### config.mk
export PLATFORM = sky130hd
export DESIGN_NAME = imem_loader_flat
export DESIGN_NICKNAME = d
export VERILOG_FILES = /design/src/rtl/imem_loader_if.sv /design/src/rtl/imem_loader.sv /design/src/flat_wrapper.sv
export SDC_FILE = /design/constraint.sdc
export NUM_CORES = 1
export LEC_CHECK = 0
export BUFFER_PORTS_ARGS = -buffer_cell sky130_fd_sc_hd__buf_2
export CORE_AREA = 2 2 93 86
export CTS_BUF_LIST = sky130_fd_sc_hd__clkbuf_8
export DETAILED_ROUTE_END_ITERATION = 8
export DIE_AREA = 0 0 95 88
export MAX_ROUTING_LAYER = met4
export PLACE_DENSITY = 0.82
export SYNTH_ARGS = -nofsm -noshare
export SYNTH_HDL_FRONTEND = slang
export SYNTH_SLANG_ARGS = --single-unit
### constraint.sdc
create_clock -name clock -period 2.45 [get_ports clock]
set_clock_uncertainty 0.1 [all_clocks]
set_input_delay 0.3675 -clock clock [delete_from_list [all_inputs] [get_ports clock]]
set_output_delay 0.3675 -clock clock [all_outputs]
set_load 0.03 [all_outputs]
### src/rtl/imem_loader_if.sv
// Loader-side bundle for the IMEM boot loader: host control, the incoming
// byte stream, and the write port toward the instruction RAM.
`timescale 1ns/1ps
interface imem_loader_if #(
    parameter int WIDTH      = 32,
    parameter int ADDR_WIDTH = 8
);
    logic                  start;
    logic [ADDR_WIDTH:0]   num_words;
    logic [7:0]            in_data;
    logic                  in_valid;
    logic                  in_ready;
    logic [ADDR_WIDTH-1:0] mem_addr;
    logic [WIDTH-1:0]      mem_din;
    logic                  mem_wren;
    logic                  busy;
    logic                  done;
    logic                  cpu_hold;

    // Host / byte source side
    modport master (
        output start, num_words, in_data, in_valid,
        input  in_ready, mem_addr, mem_din, mem_wren, busy, done, cpu_hold
    );

    // Loader side
    modport slave (
        input  start, num_words, in_data, in_valid,
        output in_ready, mem_addr, mem_din, mem_wren, busy, done, cpu_hold
    );
endinterface

### src/rtl/imem_loader.sv
// Boot-time program loader: packs a little-endian byte stream into
// instruction words, writes them to consecutive IMEM addresses, and holds
// the core in reset until the requested number of words is in memory.
// The interface instance must be parameterised with the same WIDTH and
// ADDR_WIDTH as this module.
`timescale 1ns/1ps
module imem_loader #(
    parameter int WIDTH      = 32,
    parameter int ADDR_WIDTH = 8
) (
    input  logic          clock,
    input  logic          resetn,
    imem_loader_if.slave  bus
);
    localparam int BYTES = WIDTH / 8;
    localparam int IDX_W = (BYTES > 1) ? $clog2(BYTES) : 1;
    localparam int CNT_W = ADDR_WIDTH + 1;
    localparam logic [CNT_W-1:0] DEPTH = {1'b1, {ADDR_WIDTH{1'b0}}};

    typedef enum logic [1:0] {IDLE, RECV, WRITE, DONE} state_t;

    state_t                state;
    logic [IDX_W-1:0]      byte_idx;
    logic [WIDTH-1:0]      word;
    logic [WIDTH-1:0]      next_word;
    logic [ADDR_WIDTH-1:0] addr;
    logic [CNT_W-1:0]      words_left;
    logic [CNT_W-1:0]      start_count;
    logic                  last_byte;

    // Requests larger than the memory are limited to one full pass over it.
    function automatic logic [CNT_W-1:0] clamp_count(input logic [CNT_W-1:0] n);
        return (n > DEPTH) ? DEPTH : n;
    endfunction

    assign start_count = clamp_count(bus.num_words);
    assign last_byte   = (byte_idx == IDX_W'(BYTES - 1));

    // Word as it will look once the byte on in_data lands in its lane.
    always_comb begin
        next_word = word;
        for (int b = 0; b < BYTES; b++) begin
            if (byte_idx == IDX_W'(b)) begin
                next_word[8*b +: 8] = bus.in_data;
            end
        end
    end

    // Load sequencer; every output is a register updated with the state.
    always_ff @(posedge clock or negedge resetn) begin
        if (!resetn) begin
            state        <= IDLE;
            byte_idx     <= '0;
            word         <= '0;
            addr         <= '0;
            words_left   <= '0;
            bus.in_ready <= 1'b0;
            bus.mem_wren <= 1'b0;
            bus.mem_addr <= '0;
            bus.mem_din  <= '0;
            bus.busy     <= 1'b0;
            bus.done     <= 1'b0;
            bus.cpu_hold <= 1'b1;
        end else begin
            case (state)
                IDLE, DONE: begin
                    if (bus.start) begin
                        words_left <= start_count;
                        addr       <= '0;
                        byte_idx   <= '0;
                        bus.done   <= 1'b0;
                        if (start_count == '0) begin
                            // Empty load: done rises one cycle after entering DONE.
                            state        <= DONE;
                            bus.cpu_hold <= 1'b0;
                        end else begin
                            state        <= RECV;
                            bus.in_ready <= 1'b1;
                            bus.busy     <= 1'b1;
                            bus.cpu_hold <= 1'b1;
                        end
                    end else if (state == DONE) begin
                        bus.done <= 1'b1;
                    end
                end
                RECV: begin
                    if (bus.in_valid && bus.in_ready) begin
                        word <= next_word;
                        if (last_byte) begin
                            byte_idx     <= '0;
                            state        <= WRITE;
                            bus.in_ready <= 1'b0;
                            bus.mem_wren <= 1'b1;
                            bus.mem_addr <= addr;
                            bus.mem_din  <= next_word;
                        end else begin
                            byte_idx <= byte_idx + 1'b1;
                        end
                    end
                end
                WRITE: begin
                    bus.mem_wren <= 1'b0;
                    addr         <= addr + 1'b1;
                    words_left   <= words_left - 1'b1;
                    if (words_left == CNT_W'(1)) begin
                        state        <= DONE;
                        bus.busy     <= 1'b0;
                        bus.done     <= 1'b1;
                        bus.cpu_hold <= 1'b0;
                    end else begin
                        state        <= RECV;
                        bus.in_ready <= 1'b1;
                    end
                end
                default: state <= IDLE;
            endcase
        end
    end
endmodule
### src/flat_wrapper.sv
// flat-port wrapper written by rule: the top's interface ports become plain ports
module imem_loader_flat 
#(
    parameter int WIDTH      = 32,
    parameter int ADDR_WIDTH = 8
)
  (clock, resetn, bus_start, bus_num_words, bus_in_data, bus_in_valid, bus_in_ready, bus_mem_addr, bus_mem_din, bus_mem_wren, bus_busy, bus_done, bus_cpu_hold);
  imem_loader_if #(.WIDTH(WIDTH), .ADDR_WIDTH(ADDR_WIDTH)) bus_i ();
  input  logic clock;
  input  logic resetn;
  input wire logic [$bits(bus_i.start)-1:0] bus_start;
  input wire logic [$bits(bus_i.num_words)-1:0] bus_num_words;
  input wire logic [$bits(bus_i.in_data)-1:0] bus_in_data;
  input wire logic [$bits(bus_i.in_valid)-1:0] bus_in_valid;
  output wire logic [$bits(bus_i.in_ready)-1:0] bus_in_ready;
  output wire logic [$bits(bus_i.mem_addr)-1:0] bus_mem_addr;
  output wire logic [$bits(bus_i.mem_din)-1:0] bus_mem_din;
  output wire logic [$bits(bus_i.mem_wren)-1:0] bus_mem_wren;
  output wire logic [$bits(bus_i.busy)-1:0] bus_busy;
  output wire logic [$bits(bus_i.done)-1:0] bus_done;
  output wire logic [$bits(bus_i.cpu_hold)-1:0] bus_cpu_hold;
  assign bus_i.start = bus_start;
  assign bus_i.num_words = bus_num_words;
  assign bus_i.in_data = bus_in_data;
  assign bus_i.in_valid = bus_in_valid;
  assign bus_in_ready = bus_i.in_ready;
  assign bus_mem_addr = bus_i.mem_addr;
  assign bus_mem_din = bus_i.mem_din;
  assign bus_mem_wren = bus_i.mem_wren;
  assign bus_busy = bus_i.busy;
  assign bus_done = bus_i.done;
  assign bus_cpu_hold = bus_i.cpu_hold;
  imem_loader #(.WIDTH(WIDTH), .ADDR_WIDTH(ADDR_WIDTH)) u_core (.clock(clock), .resetn(resetn), .bus(bus_i));
endmodule
Yosys cells after proc, flatten, opt, wreduce, memory -nomap -nowiden
Cells that the tools add are included.
{"block": "totals", "input_bits": 21, "register_bits": 98, "output_inout_bits": 45, "wordCells": 85}
{"block": "classes", "eq_ne": 14, "n_addsub": 3, "mux": 37, "magnitude_cmp": 1, "n_reduce_logical": 18}
{"operator": "8-bit 2-to-1 mux", "n": 5}
{"operator": "9-bit 2-to-1 mux", "n": 2}
{"operator": "9-bit case mux with 2 select lines", "n": 1}
{"operator": "3-bit AND reduction", "n": 6}
{"operator": "2-bit 2-to-1 mux", "n": 8}
{"operator": "8-bit case mux with 2 select lines", "n": 1}
{"operator": "1-bit 2-to-1 mux", "n": 13}
{"operator": "9-bit by 1-bit == test with 1-bit output (second input constant)", "n": 1}
{"operator": "9-bit greater-than comparator (second input constant)", "n": 1}
{"operator": "9-bit logical NOT", "n": 1}
{"operator": "9-bit by 1-bit subtractor with 9-bit output (second input constant)", "n": 1}
{"operator": "8-bit by 1-bit adder with 8-bit output (second input constant)", "n": 1}
{"operator": "2-bit == test (second input constant)", "n": 4}
{"operator": "1-bit case mux with 2 select lines", "n": 4}
{"operator": "2-bit by 1-bit inequality test with 1-bit output (second input constant)", "n": 3}
{"operator": "2-bit inequality test (second input constant)", "n": 3}
{"operator": "2-bit case mux with 3 select lines", "n": 1}
{"operator": "2-bit nonzero test", "n": 3}
{"operator": "5-bit AND reduction", "n": 1}
{"operator": "2-bit by 1-bit == test with 1-bit output (second input constant)", "n": 2}
{"operator": "2-bit logical NOT", "n": 2}
{"operator": "2-bit case mux with 2 select lines", "n": 1}
{"operator": "2-bit AND reduction", "n": 2}
{"operator": "4-bit AND reduction", "n": 1}
{"operator": "other kinds (5)", "n": 5}

Logic depth before layout (Yosys ltp)
Gate-level depths: netlist (run 1).
{"block": "depth", "depth_word": 6, "ltp_mapped": 10, "mapped_depth_nobuf": 6}

Worst setup path before layout (run 1)
No wires, ideal clock.
{"block": "synth_path", "path_type": "reg-to-reg", "start": "register u_core.state[0]", "end": "register u_core.bus.in_ready", "n_path_buf": 2, "t_arrival_ps": 1661, "synth_period_minus_slack_ps": 1886, "t_required_ps": 2225, "setup_ps": 125, "path_stages_with_launch": 9, "slack_ps": 564, "cell_sequence": "dfrtp_1 > inv_1 > ha_1 > buf_6 > nor2b_1 > buf_6 > a21oi_4 > o211ai_2 > mux2_4"}
{"block": "synth_via", "elab_chain_len": 4, "word_cells_on_any_way": 12, "cone_classes": "eq/ne (8); mux (1); reduce/logical (3)"}
{"element": "start, declared", "line_no": "imem_loader.sv:22", "text": "state_t state;"}
{"element": "start signal, assigned", "line_no": "imem_loader.sv:52", "text": "state <= IDLE;"}
{"element": "start signal, assigned", "line_no": "imem_loader.sv:74", "text": "state <= DONE;"}
{"element": "start signal, assigned", "line_no": "imem_loader.sv:77", "text": "state <= RECV;"}
{"element": "2-bit == test / 2-bit logical NOT (equally long branches)", "line_no": "imem_loader.sv:65", "text": "case (state)"}
{"element": "2-bit OR reduction", "line_no": "imem_loader.sv:65"}
{"element": "2-bit inequality test (no source line)"}
{"element": "5-bit AND reduction (no source line)"}
{"element": "end signal, assigned", "line_no": "imem_loader.sv:57", "text": "bus.in_ready <= 1'b0;"}
{"element": "end signal, assigned", "line_no": "imem_loader.sv:78", "text": "bus.in_ready <= 1'b1;"}
{"element": "end signal, assigned", "line_no": "imem_loader.sv:92", "text": "bus.in_ready <= 1'b0;"}
{"element": "end, declared", "line_no": "imem_loader_if.sv:29", "text": "output in_ready, mem_addr, mem_din, mem_wren, busy, done, cpu_hold"}
Several ways; a longest one is shown, not always the timed one.
A chain may end at the register's enable or synchronous reset.

Worst setup path in the final report (run 1)
{"block": "layout_path", "start": "register u_core.state[0]", "end": "register u_core.addr[7]"}
{"block": "layout_via", "elab_chain_len": 4, "word_cells_on_any_way": 8, "cone_classes": "eq/ne (3); mux (1); reduce/logical (4)"}
{"element": "2-bit == test / 2-bit logical NOT (equally long branches)", "line_no": "imem_loader.sv:65"}
{"element": "2-bit OR reduction", "line_no": "imem_loader.sv:65"}
{"element": "2-bit inequality test (no source line) / 2-bit nonzero test (equally long branches)"}
{"element": "2-bit AND reduction (no source line)"}
{"element": "end signal, assigned", "line_no": "imem_loader.sv:103", "text": "addr <= addr + 1'b1;"}
{"element": "end, declared", "line_no": "imem_loader.sv:26", "text": "logic [ADDR_WIDTH-1:0] addr;"}
Several ways; a longest one is shown, not always the timed one.

==> impl_metrics.py, run 1 <==
metrics = {
    "run_status": {
        "status": "finished, final reports clean",
    },
    "clock_tree": {
        "cts_hold_buf": 1,
        "cts_made_buffers": 9,
        "clkTransAtPathRegs_ps": 90,
        "clock_latency_ps": 360,
        "cts-htree-levels": 3,
        "cts_tree": "built",
        "cts_resized": 0,
        "postCtsSetupBuffers": 0,
        "cts_root_buffer": "clkbuf_8",
        "cts.sinks": 90,
        "clockBufferDepth": 2,
    },
    "setup_path": {
        "ff2ff_setup_slack_ps": 220,
        "reg2reg_depth": 6,
        "endpoint_kind": "flip-flop",
        "worstSetupPathType": "reg -> reg",
        "worstPathMaxFanout": 19,
        "path_cells": "inv_1, ha_1, mux2i_4, and4bb_1, xnor2_1, nor2_1",
        "cpPeakStageDelay_ps": 580,
        "critPathArrivalTime_ps": 2380,
        "r2r_start": "u_core.state[0]",
        "crit_start": "u_core.state[0]",
        "startpoint_type": "flip-flop",
        "slowest_stage": "mux2i_4",
        "required_ps": 2600,
    },
    "timing": {
        "period_minus_slack_ps": 2230,
        "worstMarginPinSlew_ps": 528,
        "max_freq_mhz": 448,
        "finalHoldViolations": 0,
        "slew_violations": 0,
        "setup_tns_ps": 0,
        "period_share_pct": 91.0,
        "relSlewSlack_pct": 64.1,
        "rsz0062_at_grt": "no",
        "setup_viol": 0,
    },
    "synthesis": {
        "yosys_warnings": 0,
        "ys_ff_latch": 90,
        "synth_edf_count": 0,
        "syn_area_per_cell_um2": 10.6,
        "synth.distinct_cells": 52,
        "postSynth.asyncResetShare_pct": 100,
        "yosysSeqAreaShare_pct": 52.4,
        "synthCells": 404,
        "synth_top_area_cell": "dfrtp_1",
        "synth_area_leaders": "dfrtp_1, nand2_1, mux2i_1",
        "synth_top_area_share_pct": 51.8,
        "netlist_area_um2": 4300,
        "synth.net_count": 436,
        "synth_flop_cell": "dfrtp_1",
    },
    "global_route": {
        "grt_pass1_vias": 3037,
        "grt_pass1_wl_um": 14500,
        "grt.overflow.total": 0,
        "grt_max_degree": 52,
        "grtUsageTotal_pct": 23.7,
        "antenna_found_initial": 0,
    },
    "floorplanning": {
        "die_area_um2": 8360,
        "floorplan.initialDensity_pct": 58.1,
        "io_pins": 66,
        "fp.dieH_um": 88,
        "num_rows": 30,
        "coreArea_um2": 7390,
        "die_w_um": 95,
    },
    "final_layout": {
        "final-instance-count-excl-fill": 571,
        "layout-drive-gt1-share_pct": 27.2,
        "fin_nets": 502,
        "areaGrowthSynthToFinish_pct": 14.1,
        "diodes": 0,
    },
    "placed_design": {
        "gp_congestion": 0.918,
        "dpl.hpwl_um": 6260,
        "dpl.cell_count": 554,
        "port_buffers": 65,
    },
    "pwr": {
        "p_leak_nw": 2.54,
        "ir_drop_mv": 0.294,
        "p_per_area_nw_per_um2": 530,
    },
    "route": {
        "first_iter_violations": 223,
        "vias": 3196,
        "drc": 0,
        "wirelength_um": 8900,
        "firstDrtPassIters": 5,
        "routed_via_density": 5.60,
        "drt-wirelength-per-cell_um": 15.6,
        "route.met2.wl_um": 4260,
        "met3RoutedLength_um": 375,
        "met1_length_um": 4100,
        "ant_nets": 0,
        "top_layer_used": "met4",
    },
    "worst_hold_path": {
        "min_from": "bus_num_words[5]",
        "holdPathStages": 3,
        "hold_class": "in -> reg",
    },
    "flow_run": {
        "drv_cap": 0,
    },
}
-- sequential cells by signal, summed over array words and instances, names as in the netlist --
signal and count:
u_core.addr 8, u_core.bus.busy 1, u_core.bus.cpu_hold 1, u_core.bus.done 1, u_core.bus.in_ready 1, u_core.bus.mem_addr 8, u_core.bus.mem_din 32, u_core.bus.mem_wren 1
u_core.byte_idx 2, u_core.state 2, u_core.word 24, u_core.words_left 9
-- per-layer routing --
layer	up-vias	global-route usage [%]
met5	-	-
met3	17	4.22
met2	88	35.4
li1	1537	-
met1	1554	31.8
met4	0	10.5
-- final cells by class --
| type | count | area, µm² |
|---|---|---|
| Multi-Input combinational cell | 284 | 1870 |
| Clock inverter | 7 | 77.6 |
| Tap cell | 96 | 120 |
| Timing Repair Buffer | 76 | 425 |
| Inverter | 9 | 33.8 |
| Clock buffer | 9 | 124 |
| Fill cell | 550 | 2490 |
| Sequential cell | 90 | 2250 |
-- Yosys cell counts (all sizes together), types with 6 or more instances --
cell   number
buf        18
mux2       26
ha         11
nor3        6
o21ai      38
nor2       18
a21oi      14
dfrtp      89
mux2i      31
nand3      14
inv         9
nand2      87
-- through the flow --
step	setup slack [ps]	hold slack (ps)	utilization (%)	instance area, µm²	power (mW)
4_1_cts	217	153	66.3	4900	2.62
2_1_floorplan	564	-28.1	-	4300	1.52
5_1_grt	60.8	167	66.3	4900	2.69
3_3_place_gp	288	269	63.4	4690	1.59
3_5_place_dp	234	275	63.4	4690	1.60
6_report	220	164	66.3	4900	2.60
-- report_power, final --
group          switching [mW]  internal, mW  leakage, nW  total, mW
combinational          0.0598        0.0217         1.22     0.0815
clock                   0.554         0.480       0.0992       1.03
sequential          0.0000151          1.48         1.22       1.48
-- kinds of logic after synthesis --
logic type      Yosys count  synth area share [%]
xor+xnor                  2                 0.408
compound gates           70                  9.99
flops                    90                  52.4
mux                      57                  14.5
buf+inv                  30                  4.10
fa+ha+maj                11                  3.20
simple gates            144                  15.4
-- path summary, 6_finish.rpt --
check / endpoint
setup / recovery: u_core.addr[7]
hold / removal: u_core.words_left[5]
setup reg to reg: u_core.addr[7]
hold reg to reg: u_core.bus.mem_addr[5]
max in group asynchronous: u_core.word[18]
min in group asynchronous: u_core.bus.busy
-- worst max-delay path: cells and delay by family, from the launching register on --
family	cells	cell delay [ps]
flops	1	400
xor+xnor	1	130
fa+ha+maj	1	520
buf+inv	1	80
mux	1	580
simple gates	2	310
-- placed cells by master (no fill, tap or decap), types with 3 or more instances in the layout --
master and instances:
o21ai_1 7, mux2i_1 30, nor2_1 18, buf_2 64
nor3_1 5, nand2_2 6, buf_4 10, a22o_1 3
inv_1 10, nand3_1 14, a21oi_1 13, o21ai_0 31
clkbuf_8 9, and3_1 4, dfrtp_1 89, nand2_1 81
ha_1 11, mux2_2 24
Power figures use the tool's default switching activity.
==> run 2, diff against run 1 <==
CELL_PAD_IN_SITES_DETAIL_PLACEMENT = 1   (was not set)
CELL_PAD_IN_SITES_GLOBAL_PLACEMENT = 1   (was not set)
CORE_AREA = 2 2 105 97   (was 2 2 93 86)
DIE_AREA = 0 0 107 99   (was 0 0 95 88)
PLACE_DENSITY = not set   (was 0.82)
PLACE_DENSITY_LB_ADDON = 0.1   (was not set)
==> impl_metrics.py, run 2 (synthesis gave the netlist of run 1 again) <==
metrics = {
    "run_status": {
        "status": "finished, final reports clean",
    },
    "floorplanning": {
        "io_pins": 66,
        "num_rows": 34,
        "fp.dieH_um": 99,
        "die_w_um": 107,
        "floorplan.initialDensity_pct": 45.3,
        "die_area_um2": 10600,
        "coreArea_um2": 9490,
    },
    "setup_path": {
        "reg2reg_depth": 6,
        "crit_start": "u_core.state[0]",
        "worstPathMaxFanout": 10,
        "crit_end": "u_core.bus.in_ready",
        "critPathArrivalTime_ps": 2410,
        "r2r_start": "u_core.state[0]",
        "required_ps": 2600,
        "worstSetupPathType": "reg -> reg",
        "reg2reg_to": "u_core.bus.in_ready",
        "startpoint_type": "flip-flop",
        "endpoint_kind": "flip-flop",
        "ff2ff_setup_slack_ps": 190,
    },
    "clock_tree": {
        "clock_latency_ps": 360,
        "cts_tree": "built",
        "cts-htree-levels": 3,
        "cts_resized": 0,
        "clkTransAtPathRegs_ps": 90,
        "cts_root_buffer": "clkbuf_8",
        "postCtsSetupBuffers": 0,
        "cts_made_buffers": 9,
        "clockBufferDepth": 2,
        "cts.sinks": 90,
    },
    "pwr": {
        "power_mw": 2.58,
        "p_per_area_nw_per_um2": 521,
        "p_leak_nw": 2.55,
        "ir_drop_mv": 0.407,
    },
    "global_route": {
        "antenna_found_initial": 0,
        "grt_max_degree": 40,
        "grt_pass1_wl_um": 17100,
        "grt.overflow.total": 0,
        "grt_pass1_vias": 3267,
        "grtUsageTotal_pct": 21.1,
    },
    "timing": {
        "rsz0062_at_grt": "no",
        "period_share_pct": 92.3,
        "setup_viol": 0,
        "max_freq_mhz": 442,
        "finalHoldViolations": 0,
        "period_minus_slack_ps": 2260,
        "worstMarginPinSlew_ps": 539,
        "setup_tns_ps": 0,
        "slew_violations": 0,
        "relSlewSlack_pct": 64.0,
    },
    "final_layout": {
        "num-fill-cells": 1109,
        "areaGrowthSynthToFinish_pct": 15.1,
        "fin_nets": 504,
        "largestRegisters": "u_core.bus.mem_din: 32 flops, u_core.word: 24 flops, u_core.words_left: 9 flops",
        "largest_reg_flops": 32,
        "final_common_cell": "dfrtp_1",
        "final_area_um2": 4950,
        "layout-drive-gt1-share_pct": 27.3,
        "final-instance-count-excl-fill": 603,
        "final_cell_mix": "dfrtp_1, nand2_1, buf_2, o21ai_0, mux2i_1",
        "post-route-util_pct": 52.2,
        "diodes": 0,
        "regMostFlops": "u_core.bus.mem_din",
    },
    "route": {
        "first_iter_violations": 121,
        "drt-wirelength-per-cell_um": 16.5,
        "ant_nets": 0,
        "wirelength_um": 9950,
        "vias": 3183,
        "firstDrtPassIters": 4,
        "routed_via_density": 5.28,
        "drc": 0,
    },
    "placed_design": {
        "gp_congestion": 0.859,
        "dpl.hpwl_um": 7260,
        "dpl.cell_count": 586,
        "port_buffers": 65,
        "place_area_um2": 4740,
    },
    "worst_hold_path": {
        "min_from": "bus_num_words[5]",
        "hold_class": "in -> reg",
    },
    "flow_run": {
        "drv_cap": 0,
    },
}
## run 2: how the worst min path moves through the flow
stage,to,slack [ps],depth (start not counted)
floorplan,u_core.addr[0],-30,0
global placement,u_core.bus.mem_addr[5],200,1
detailed placement,u_core.bus.mem_addr[5],200,1
CTS,u_core.bus.mem_din[28],170,3
global route,u_core.bus.mem_din[28],190,3
finish,u_core.words_left[5],190,3
## run 2: per-stage QoR
stage,hold WS (ps),setup slack [ps]
6_report,188,188
5_1_grt,191,11.3
4_1_cts,174,204
3_5_place_dp,203,222
3_3_place_gp,201,325
2_1_floorplan,-28.1,564
## run 2: what timing repair did
item / CTS / global route
hold endpoints to repair: 24 / 0
endpoints found under the setup margin: 0 / 0
hold buffers: 1 / 0
## run 2: power breakdown
| group | internal, mW | switching (mW) | leakage, nW |
|---|---|---|---|
| sequential | 1.48 | 0.0000217 | 1.22 |
| clock | 0.471 | 0.538 | 0.0960 |
| combinational | 0.0227 | 0.0618 | 1.23 |
## run 2: final cells by class
class	count	area [µm²]	share of cell area, %
repair buffers	78	440	8.90
clock buffers	9	124	2.50
clock inverters	7	71.3	1.44
well taps	126	158	3.19
inverters	9	33.8	0.683
flip-flops and latches	90	2250	45.5
multi-input cells	284	1870	37.7
## run 2: worst max-delay path, cell delays in order, from the launching register on
cell and delay [ps]:
dfrtp_1 420, inv_1 90, ha_1 530, nor2b_1 520
a21oi_4 90, o211ai_2 100, mux2_4 310
## run 2: per-layer routing
| layer | global-route usage (%) | vias up | share of wire (%) |
|---|---|---|---|
| met1 | 30.6 | 1576 | 52 |
| met3 | 4.37 | 10 | 3.1 |
| li1 | - | 1540 | - |
| met2 | 30.6 | 57 | 44 |
| met5 | - | - | 0 |
| met4 | 4.80 | 0 | 1.0 |
